`config.mk`:
```
export PLATFORM = sky130hd
export DESIGN_NAME = uart_cmd_parser
export DESIGN_NICKNAME = d
export VERILOG_FILES = /design/src/rtl/uart_cmd_pkg.sv /design/src/rtl/uart_cmd_buf.sv /design/src/rtl/uart_cmd_parser.sv
export SDC_FILE = /design/constraint.sdc
export NUM_CORES = 1
export LEC_CHECK = 0
export ABC_AREA = 1
export CORE_MARGIN = 2
export CORE_UTILIZATION = 30
export DETAILED_ROUTE_END_ITERATION = 8
export PLACE_DENSITY = 0.53
export SYNTH_ARGS = -nofsm -noshare
export SYNTH_HDL_FRONTEND = slang
export SYNTH_SLANG_ARGS = --single-unit
```
`constraint.sdc`:
```
create_clock -name clk -period 4.5 [get_ports clk]
set_input_delay 0.45 -clock clk [delete_from_list [all_inputs] [get_ports clk]]
set_output_delay 0.45 -clock clk [all_outputs]
set_load 0.05 [all_outputs]
```
`src/rtl/uart_cmd_pkg.sv`:
```
// Shared definitions for the UART command parser: FSM state encoding and
// the protocol constants also used by the UART receiver.
package uart_cmd_pkg;

    typedef enum logic [2:0] {
        ST_IDLE    = 3'd0,
        ST_OP      = 3'd1,
        ST_LEN     = 3'd2,
        ST_PAYLOAD = 3'd3,
        ST_CHK     = 3'd4,
        ST_PEND    = 3'd5
    } state_t;

    localparam logic [7:0]  SYNC_BYTE_DEFAULT  = 8'hA5;
    localparam logic [7:0]  SPEED_OP_DEFAULT   = 8'h01;
    localparam logic [12:0] UART_SPEED_DEFAULT = 13'h1869;

    // Cycles-per-bit word carried big-endian in the two payload bytes.
    function automatic logic [12:0] speed_word(input logic [4:0] hi, input logic [7:0] lo);
        return {hi, lo};
    endfunction

endpackage

```
`src/rtl/uart_cmd_buf.sv`:
```
// Payload register file: one synchronous write port, one combinational read port.
module uart_cmd_buf #(
    parameter int DEPTH = 16,
    parameter int AW    = $clog2(DEPTH)
) (
    input  logic          clk,
    input  logic          we,
    input  logic [AW-1:0] waddr,
    input  logic [7:0]    wdata,
    input  logic [AW-1:0] raddr,
    output logic [7:0]    rdata
);

    logic [7:0] mem [DEPTH];

    // NOTE: no reset on the storage array; contents are only meaningful once a
    // frame has written them, and the parser masks the read port otherwise.
    always_ff @(posedge clk) begin
        if (we) begin
            mem[waddr] <= wdata;
        end
    end

    assign rdata = mem[raddr];

endmodule

```
`src/rtl/uart_cmd_parser.sv`:
```
// Frame assembler between the UART receiver and the core: SYNC OP LEN PAYLOAD CHK.
// Optional inter-byte timeout enabled by defining UART_CMD_TIMEOUT_EN.
module uart_cmd_parser
    import uart_cmd_pkg::*;
#(
    parameter int          MAX_LEN   = 16,
    parameter logic [7:0]  SYNC_BYTE = SYNC_BYTE_DEFAULT,
    parameter logic [7:0]  SPEED_OP  = SPEED_OP_DEFAULT
`ifdef UART_CMD_TIMEOUT_EN
    , parameter logic [19:0] TIMEOUT_CYCLES = 20'd100000
`endif
) (
    input  logic                           clk,
    input  logic                           reset,
    input  logic                           byte_valid,
    input  logic [7:0]                     byte_in,
    output logic                           cmd_valid,
    input  logic                           cmd_ready,
    output logic [7:0]                     cmd_op,
    output logic [$clog2(MAX_LEN+1)-1:0]   cmd_len,
    input  logic [$clog2(MAX_LEN)-1:0]     rd_addr,
    output logic [7:0]                     rd_data,
    output logic [12:0]                    speed,
    output logic                           set_speed,
    output logic                           err_chk,
    output logic                           err_len,
    output logic                           err_drop
`ifdef UART_CMD_TIMEOUT_EN
    , output logic                         err_timeout
`endif
);

    localparam int         IDX_W     = $clog2(MAX_LEN);
    localparam int         LEN_W     = $clog2(MAX_LEN + 1);
    localparam logic [7:0] MAX_LEN_B = 8'(MAX_LEN);

    state_t           state, state_nxt;
    logic             prev_valid;
    logic             accept;
    logic [7:0]       op_q;
    logic [7:0]       chk;
    logic [LEN_W-1:0] len_q;
    logic [IDX_W-1:0] idx;
    logic [4:0]       spd_hi;
    logic [7:0]       spd_lo;
    logic             last_payload;
    logic             chk_ok;
    logic             speed_cmd;
    logic             buf_we;
    logic             timeout_hit;
    logic [7:0]       buf_rdata;

    // A held strobe counts once: only its rising edge is an accept.
    assign accept       = byte_valid & ~prev_valid;
    assign last_payload = (LEN_W'(idx) + LEN_W'(1)) == len_q;
    assign chk_ok       = (byte_in == chk);
    assign speed_cmd    = (op_q == SPEED_OP) && (len_q == LEN_W'(2));
    assign buf_we       = accept && (state == ST_PAYLOAD);

`ifdef UART_CMD_TIMEOUT_EN
    logic [19:0] tmo_cnt;
    logic        frame_active;

    assign frame_active = state inside {ST_OP, ST_LEN, ST_PAYLOAD, ST_CHK};
    assign timeout_hit  = frame_active && !accept && (tmo_cnt == TIMEOUT_CYCLES - 20'd1);

    always_ff @(posedge clk or posedge reset) begin
        if (reset) begin
            tmo_cnt     <= '0;
            err_timeout <= 1'b0;
        end else begin
            err_timeout <= timeout_hit;
            if (accept || !frame_active || timeout_hit) tmo_cnt <= '0;
            else                                        tmo_cnt <= tmo_cnt + 20'd1;
        end
    end
`else
    assign timeout_hit = 1'b0;
`endif

    // NOTE: every variable gets a default before the case so no latch is inferred.
    always_comb begin
        state_nxt = state;
        case (state)
            ST_IDLE:    if (accept && byte_in == SYNC_BYTE) state_nxt = ST_OP;
            ST_OP:      if (accept) state_nxt = ST_LEN;
            ST_LEN: begin
                if (accept) begin
                    if (byte_in > MAX_LEN_B)   state_nxt = ST_IDLE;
                    else if (byte_in == 8'h00) state_nxt = ST_CHK;
                    else                       state_nxt = ST_PAYLOAD;
                end
            end
            ST_PAYLOAD: if (accept && last_payload) state_nxt = ST_CHK;
            ST_CHK: begin
                if (accept) begin
                    if (!chk_ok || speed_cmd) state_nxt = ST_IDLE;
                    else                      state_nxt = ST_PEND;
                end
            end
            ST_PEND:    if (cmd_ready) state_nxt = ST_IDLE;
            default:    state_nxt = ST_IDLE;
        endcase
        if (timeout_hit) state_nxt = ST_IDLE;
    end

    // NOTE: sequential state uses non-blocking assignments; pulses default low each cycle.
    always_ff @(posedge clk or posedge reset) begin
        if (reset) begin
            state      <= ST_IDLE;
            prev_valid <= 1'b0;
            op_q       <= '0;
            chk        <= '0;
            len_q      <= '0;
            idx        <= '0;
            spd_hi     <= '0;
            spd_lo     <= '0;
            speed      <= UART_SPEED_DEFAULT;
            set_speed  <= 1'b0;
            err_chk    <= 1'b0;
            err_len    <= 1'b0;
            err_drop   <= 1'b0;
        end else begin
            state      <= state_nxt;
            prev_valid <= byte_valid;
            set_speed  <= 1'b0;
            err_chk    <= 1'b0;
            err_len    <= 1'b0;
            err_drop   <= 1'b0;
            if (accept) begin
                case (state)
                    ST_OP: begin
                        op_q <= byte_in;
                        chk  <= byte_in;
                    end
                    ST_LEN: begin
                        if (byte_in > MAX_LEN_B) begin
                            err_len <= 1'b1;
                        end else begin
                            len_q <= byte_in[LEN_W-1:0];
                            chk   <= chk ^ byte_in;
                            idx   <= '0;
                        end
                    end
                    ST_PAYLOAD: begin
                        chk <= chk ^ byte_in;
                        idx <= idx + IDX_W'(1);
                        if (idx == IDX_W'(0)) spd_hi <= byte_in[4:0];
                        if (idx == IDX_W'(1)) spd_lo <= byte_in;
                    end
                    ST_CHK: begin
                        if (!chk_ok) begin
                            err_chk <= 1'b1;
                        end else if (speed_cmd) begin
                            speed     <= speed_word(spd_hi, spd_lo);
                            set_speed <= 1'b1;
                        end
                    end
                    ST_PEND: err_drop <= 1'b1;
                    default: ;
                endcase
            end
        end
    end

    uart_cmd_buf #(.DEPTH(MAX_LEN), .AW(IDX_W)) u_buf (
        .clk   (clk),
        .we    (buf_we),
        .waddr (idx),
        .wdata (byte_in),
        .raddr (rd_addr),
        .rdata (buf_rdata)
    );

    assign cmd_valid = (state == ST_PEND);
    assign cmd_op    = op_q;
    assign cmd_len   = len_q;
    assign rd_data   = (state == ST_PEND) ? buf_rdata : 8'h00;

endmodule

```
==> impl_results.md, run 1 <==
- Combinational power share: 0.207
- Yosys cell types: 33
- Unrepaired setup endpoints after global routing: false
- Post-synth top area share: 0.480
- Critical Path RT: 4.05 ns
- Worst-margin pin slew: 1.12 ns
- Number of enable flip-flop cells after synthesis: 128
- Mapped Nets: 779
- DRT Wirelength: 21.0 mm
- Filler cell count: 2,645
- Int Pwr: 3.17 mW
- Die X: 167 um
- Final Instance Area: 0.00952 mm^2
- Router iterations before antenna repair: 7
- Num ports: 55
- P_sw: 1.45 mW
- Gpl congestion: 0.820
- Clock power frac: 0.338
- Pins Over Slew Limit: 0
- DRT antenna net count: 0
- Leakage: 3.56 nW
- Worst Setup Start Kind: primary input
- Area after DPL: 0.00890 mm^2
- Die Y: 167 um
- Peak supply drop: 348 uV
- # Post-CTS Setup Buffers: 0
- Fin. Hold Viols: 0
- Most frequent cell after synthesis: nor2_1
- Setup TNS: 0 ns
- Final setup violating endpoints: 0
- DR iter-0 viols: 506
- Area contributors post-synth: edfxtp_1 (48%), dfrtp_1 (17%), nor2_1 (6.4%), o21ai_0 (6.1%), nand2_1 (6.0%)
- Grt ovf: 0
- Ys async rst share: 0.316
- Synth Instances: 759
- CTS sink cnt: 187
- Seq pwr share: 0.454
- Total of max-cap violations: 0
- Starting Density: 0.306
- Final nets: 836
- Clk_skew: 0.00985 ns
- Vias in the first global route: 5,435
- WS Path Type: in2out
- Ys flop type: edfxtp_1
- GR Layer Usage met1: 0.224
- Syn avg cell area: 10.5 um^2
- Grt peak-use layer: met2
- Longest Clk Path Bufs: 2
- GR Layer Usage met3: 0.0284
- CTS tree: built
- Largest fanout on the critical path: 17
- Min cycle time layout: 3.03 ns
- Total chip power: 4.63 mW
- First-pass GRT wire length: 32.4 mm
- Worst relative slew slack: 0.249
- PD cells: 486 mW/mm^2
- Root Buffer: clkbuf_16
- Failing checks: DRC
- Flops & latches, synth: 187
- Post-synth top area cell: edfxtp_1
- Commonest cells post-synth: nor2_1 (136), nand2_1 (129), edfxtp_1 (128)
- Status: finished, violations left
- CP endpoint kind: output pin
- Fin crit share: 0.674
- Layout cells sized above 1: 0.103
- Via count: 5,567
- Hold slack: 0.448 ns
- Initial antenna violation count: 0
- Dpl hpwl: 13.4 mm
- # diodes: 0
- Worst-path clk slew: 0.07 ns
- Row Count: 59
- Post-DR wirelength/cell: 18.0 um
- Post-synthesis sequential area ratio: 0.666
- FMAX: 0.330 GHz
- DR DRC count: 4
- Final core occ: 0.364
- Hold Buf Count CTS: 0
- Clock Latency Late Sink: 0.43 ns
- Number of port buffers: 54
- Post_cts resized: 0
- Std-Cell Core Area: 0.0261 mm^2
- H-tree depth: 4
- R2R cell count: 7
- Die area: 0.0280 mm^2
- All-Layer GR Usage: 0.154
- Hold Crit Class: in2async
- Vias per cell: 4.78
- Sw Ratio: 0.314
- Largest net degree at the start of global routing: 49
- CTS buffer count: 17
- Met2 global-route usage: 0.239
- Ys Warns: 0
- Synthesized area: 0.00800 mm^2
- P&R area growth vs syn: 18.9%
- CP arrival: 2.58 ns
[worst max-delay path, stage by stage]
cell and delay [ns]:
clkdlybuf4s50_1 0.47, buf_4 0.27, inv_1 0.38, o211ai_1 0.25
nand3_1 0.13, a21oi_1 0.35, buf_4 0.27
[placed cells by master, fill, tap and decap left out, types with 2 or more instances in the layout]
cell type	n
nor2_1	136
nand2_1	129
edfxtp_1	128
o21ai_0	98
dfrtp_1	53
clkdlybuf4s50_1	45
inv_1	41
nand3_1	32
o211ai_1	32
buf_4	22
clkbuf_16	17
o21ai_1	16
a21oi_1	12
inv_2	9
dfstp_2	6
nor2_4	4
nand4_1	4
clkinv_4	4
ha_1	4
nor2_2	3
o21a_1	3
nand2_2	3
o21ai_2	3
inv_6	3
bufinv_16	3
xor2_1	2
nand2_4	2
o22ai_1	2
clkinv_1	2
[sequential cells by signal, indices dropped and copies added (netlist names)]
name	count
u_buf.mem	128
speed	13
chk	8
cmd_op	8
spd_lo	8
cmd_len	5
spd_hi	5
idx	4
state	3
err_chk	1
err_drop	1
err_len	1
prev_valid	1
set_speed	1
[kinds of logic after synthesis]
family / Yosys count / synth area share
AND/OR/NAND/NOR: 317 / 0.166
flip-flops: 187 / 0.666
AO/OA/AOI/OAI: 167 / 0.117
adder cells (fa/ha/maj): 4 / 0.00625
buffers and inverters: 81 / 0.0419
XOR/XNOR: 3 / 0.00328
[power by group through the flow]
stage	clock, mW	sequential, mW	combinational, mW
6_report	1.57	2.10	0.959
5_1_grt	1.65	2.12	1.08
4_1_cts	1.59	2.10	0.966
3_5_place_dp	0	2.14	0.960
3_3_place_gp	0	2.14	0.958
2_1_floorplan	0	2.25	0.551
[stage by stage]
stage / instances / worst slack (ns)
3_5_place_dp: 1132 / 1.36
4_1_cts: 1164 / 1.52
3_3_place_gp: 1132 / 1.46
2_1_floorplan: 759 / 2.00
6_report: 1164 / 1.47
5_1_grt: 1164 / 1.37
[final cells by class]
class                           count  area (um^2)  share of cell area
Clock buffer                       17          425              0.0447
Sequential cell                   187         5330               0.560
Inverter                           51          196              0.0206
Clock inverter                     15          190              0.0200
Multi-Input combinational cell    491         2340               0.246
Timing Repair Buffer               68          621              0.0652
Tap cell                          335          419              0.0440
[path summary, 6_finish.rpt]
check | startpoint | to | slack (ns)
min reg2reg | speed[11] | speed[11] | 0.47
max reg2reg | state[2] | u_buf.mem[4][0] | 1.95
min in group clk | speed[11] | speed[11] | 0.47
max | rd_addr[2] | rd_data[5] | 1.47
max in group asynchronous | reset | speed[11] | 3.18
min | reset | speed[4] | 0.45
[layer usage]
| layer | up-vias | wire length [um] |
|---|---|---|
| met5 | - | 0 |
| met4 | 0 | 178 |
| met1 | 2711 | 10200 |
| met3 | 13 | 971 |
| li1 | 2713 | - |
| met2 | 130 | 9620 |
Power figures use the tool's default switching activity.
==> run 2: changes to the inputs <==
PLACE_DENSITY = 0.55   (was 0.53)
clock period = 2.7 ns   (was 4.5 ns; I/O delays follow)
==> impl_results.md, run 2 (synthesis gave the netlist of run 1 again) <==
- Starting Density: 0.306 (unchanged)
- Die Y: 167 um (unchanged)
- Top reg by flops: u_buf.mem (unchanged)
- PD cells: 775 mW/mm^2 (was 486 mW/mm^2)
- Gpl congestion: 0.788 (was 0.820)
- Worst Setup Start Kind: primary input (unchanged)
- Fin. Hold Viols: 0 (unchanged)
- Total of max-cap violations: 0 (unchanged)
- Num ports: 55 (unchanged)
- CP arrival: 2.11 ns (was 2.58 ns)
- Die X: 167 um (unchanged)
- R2R cell count: 11 (was 7)
- Fin crit share: 0.880
- Clk_skew: 0.0170 ns (was 0.00985 ns)
- Vias in the first global route: 5,617 (was 5,435)
- Unrepaired setup endpoints after global routing: false (unchanged)
- P&R area growth vs syn: 22.5% (was 18.9%)
- DR iter-0 viols: 571 (was 506)
- Critical Path RT: 2.43 ns (was 4.05 ns)
- Number of port buffers: 54 (unchanged)
- Min cycle time layout: 2.38 ns
- Total chip power: 7.61 mW (was 4.63 mW)
- CP endpoint kind: output pin (unchanged)
- Final setup violating endpoints: 0 (unchanged)
- Max reg flops: 128 (unchanged)
- Layout cells sized above 1: 0.128 (was 0.103)
- Initial antenna violation count: 0 (unchanged)
- Final non-filler cell total: 1,187 (was 1,164)
- Worst relative slew slack: 0.562 (was 0.249)
- Peak supply drop: 581 uV (was 348 uV)
- Row Count: 59 (unchanged)
- Vias per cell: 4.79 (was 4.78)
- Std-Cell Core Area: 0.0261 mm^2 (unchanged)
- Root Buffer: clkbuf_16 (unchanged)
- Final nets: 859 (was 836)
- Post-DR wirelength/cell: 17.5 um (was 18.0 um)
- Hold Buf Count CTS: 0 (unchanged)
- Grt ovf: 0 (unchanged)
- # diodes: 0 (unchanged)
- Dpl hpwl: 14.2 mm (was 13.4 mm)
- # Post-CTS Setup Buffers: 0 (unchanged)
- Die area: 0.0280 mm^2 (unchanged)
- DRT antenna net count: 0 (unchanged)
- Most common cell after layout, fill and taps aside: nor2_1 (unchanged)
- Largest net degree at the start of global routing: 65 (was 49)
- CTS tree: built (unchanged)
- Pins Over Slew Limit: 0 (unchanged)
- Post_cts resized: 0 (unchanged)
- Clock Latency Late Sink: 0.44 ns (was 0.43 ns)
- Hold slack: 0.252 ns (was 0.448 ns)
- Worst reg-to-reg setup slack: 0.77 ns (was 1.95 ns)
- Via count: 5,684 (was 5,567)
- Largest regs: u_buf.mem: 128 flops, speed: 13 flops (unchanged)
- CTS sink cnt: 187 (unchanged)
- Hold Crit Class: in2async (unchanged)
- Commonest non-fill, non-tap cells in the layout: nor2_1 (136), nand2_1 (129), edfxtp_1 (128) (unchanged)
- Largest fanout on the critical path: 16 (was 17)
- Worst-path clk slew: 0.07 ns (about the same)
- FMAX: 0.421 GHz
- DR DRC count: 7 (was 4)
- First-pass GRT wire length: 32.4 mm (about the same)
- H-tree depth: 4 (unchanged)
- CTS buffer count: 17 (unchanged)
- All-Layer GR Usage: 0.152 (was 0.154)
- DRT Wirelength: 20.7 mm (was 21.0 mm)
- Status: finished, violations left (unchanged)
- WS Path Type: in2out (unchanged)
- Placed Cells incl. Taps: 1,155 (was 1,132)
- Router iterations before antenna repair: 7 (unchanged)
- Failing checks: DRC (unchanged)
- Longest Clk Path Bufs: 2 (unchanged)
- Worst-margin pin slew: 0.656 ns (was 1.12 ns)
- Leakage: 3.70 nW (was 3.56 nW)
- Setup TNS: 0 ns (unchanged)
run 2: cell count changes in the layout (fill, tap and decap cells not counted):
cell	previous run	this run
buf_4	22	34
buf_12	0	11
bufinv_16	3	0
clkinv_8	1	4
clkinv_4	4	2
inv_6	3	5
clkinv_1	2	1
clkinv_2	1	0
inv_12	0	1
inv_8	1	2
run 2: worst paths after layout:
check | from | end
max in group asynchronous | reset | speed[0]
min | reset | speed[10]
min in group clk | byte_valid | prev_valid
max | rd_addr[1] | rd_data[5]
min reg2reg | speed[11] | speed[11]
max reg2reg | idx[0] | state[1]
run 2: power by group:
group | leakage, nW | internal [mW] | switching, mW | total [mW]
Sequential | 1.88 | 3.30 | 0.193 | 3.50
Combinational | 1.53 | 0.555 | 1.10 | 1.65
Clock | 0.285 | 1.25 | 1.21 | 2.46
Total | 3.70 | 5.10 | 2.50 | 7.61
run 2: critical path, cell delays in order:
cell             delay, ns
clkdlybuf4s50_1       0.48
inv_1                 0.11
buf_4                 0.20
o21ai_0               0.10
o211ai_1              0.35
nand3_1               0.14
a21oi_1               0.26
buf_12                0.18
run 2: metrics by stage:
step	setup slack (ns)	cell area (um^2)	utilization
3_3_place_gp	0.359	9220	0.353
5_1_grt	0.200	9810	0.375
4_1_cts	0.364	9810	0.375
3_5_place_dp	0.378	9220	0.353
6_report	0.324	9810	0.375
2_1_floorplan	0.467	8000	-
run 2: final cells by class:
type                            instances  area, um^2
Fill cell                            2598       16300
Sequential cell                       187        5330
Tap cell                              335         419
Multi-Input combinational cell        491        2340
Inverter                               51         196
Clock inverter                         15         168
Clock buffer                           17         425
Timing Repair Buffer                   91         931
run 2: per-layer routing:
metal  routed length (um)  global-route usage
met1                10100               0.217
met2                 9290               0.234
met3                 1090              0.0333
met4                  266              0.0416
met5                    0                   0
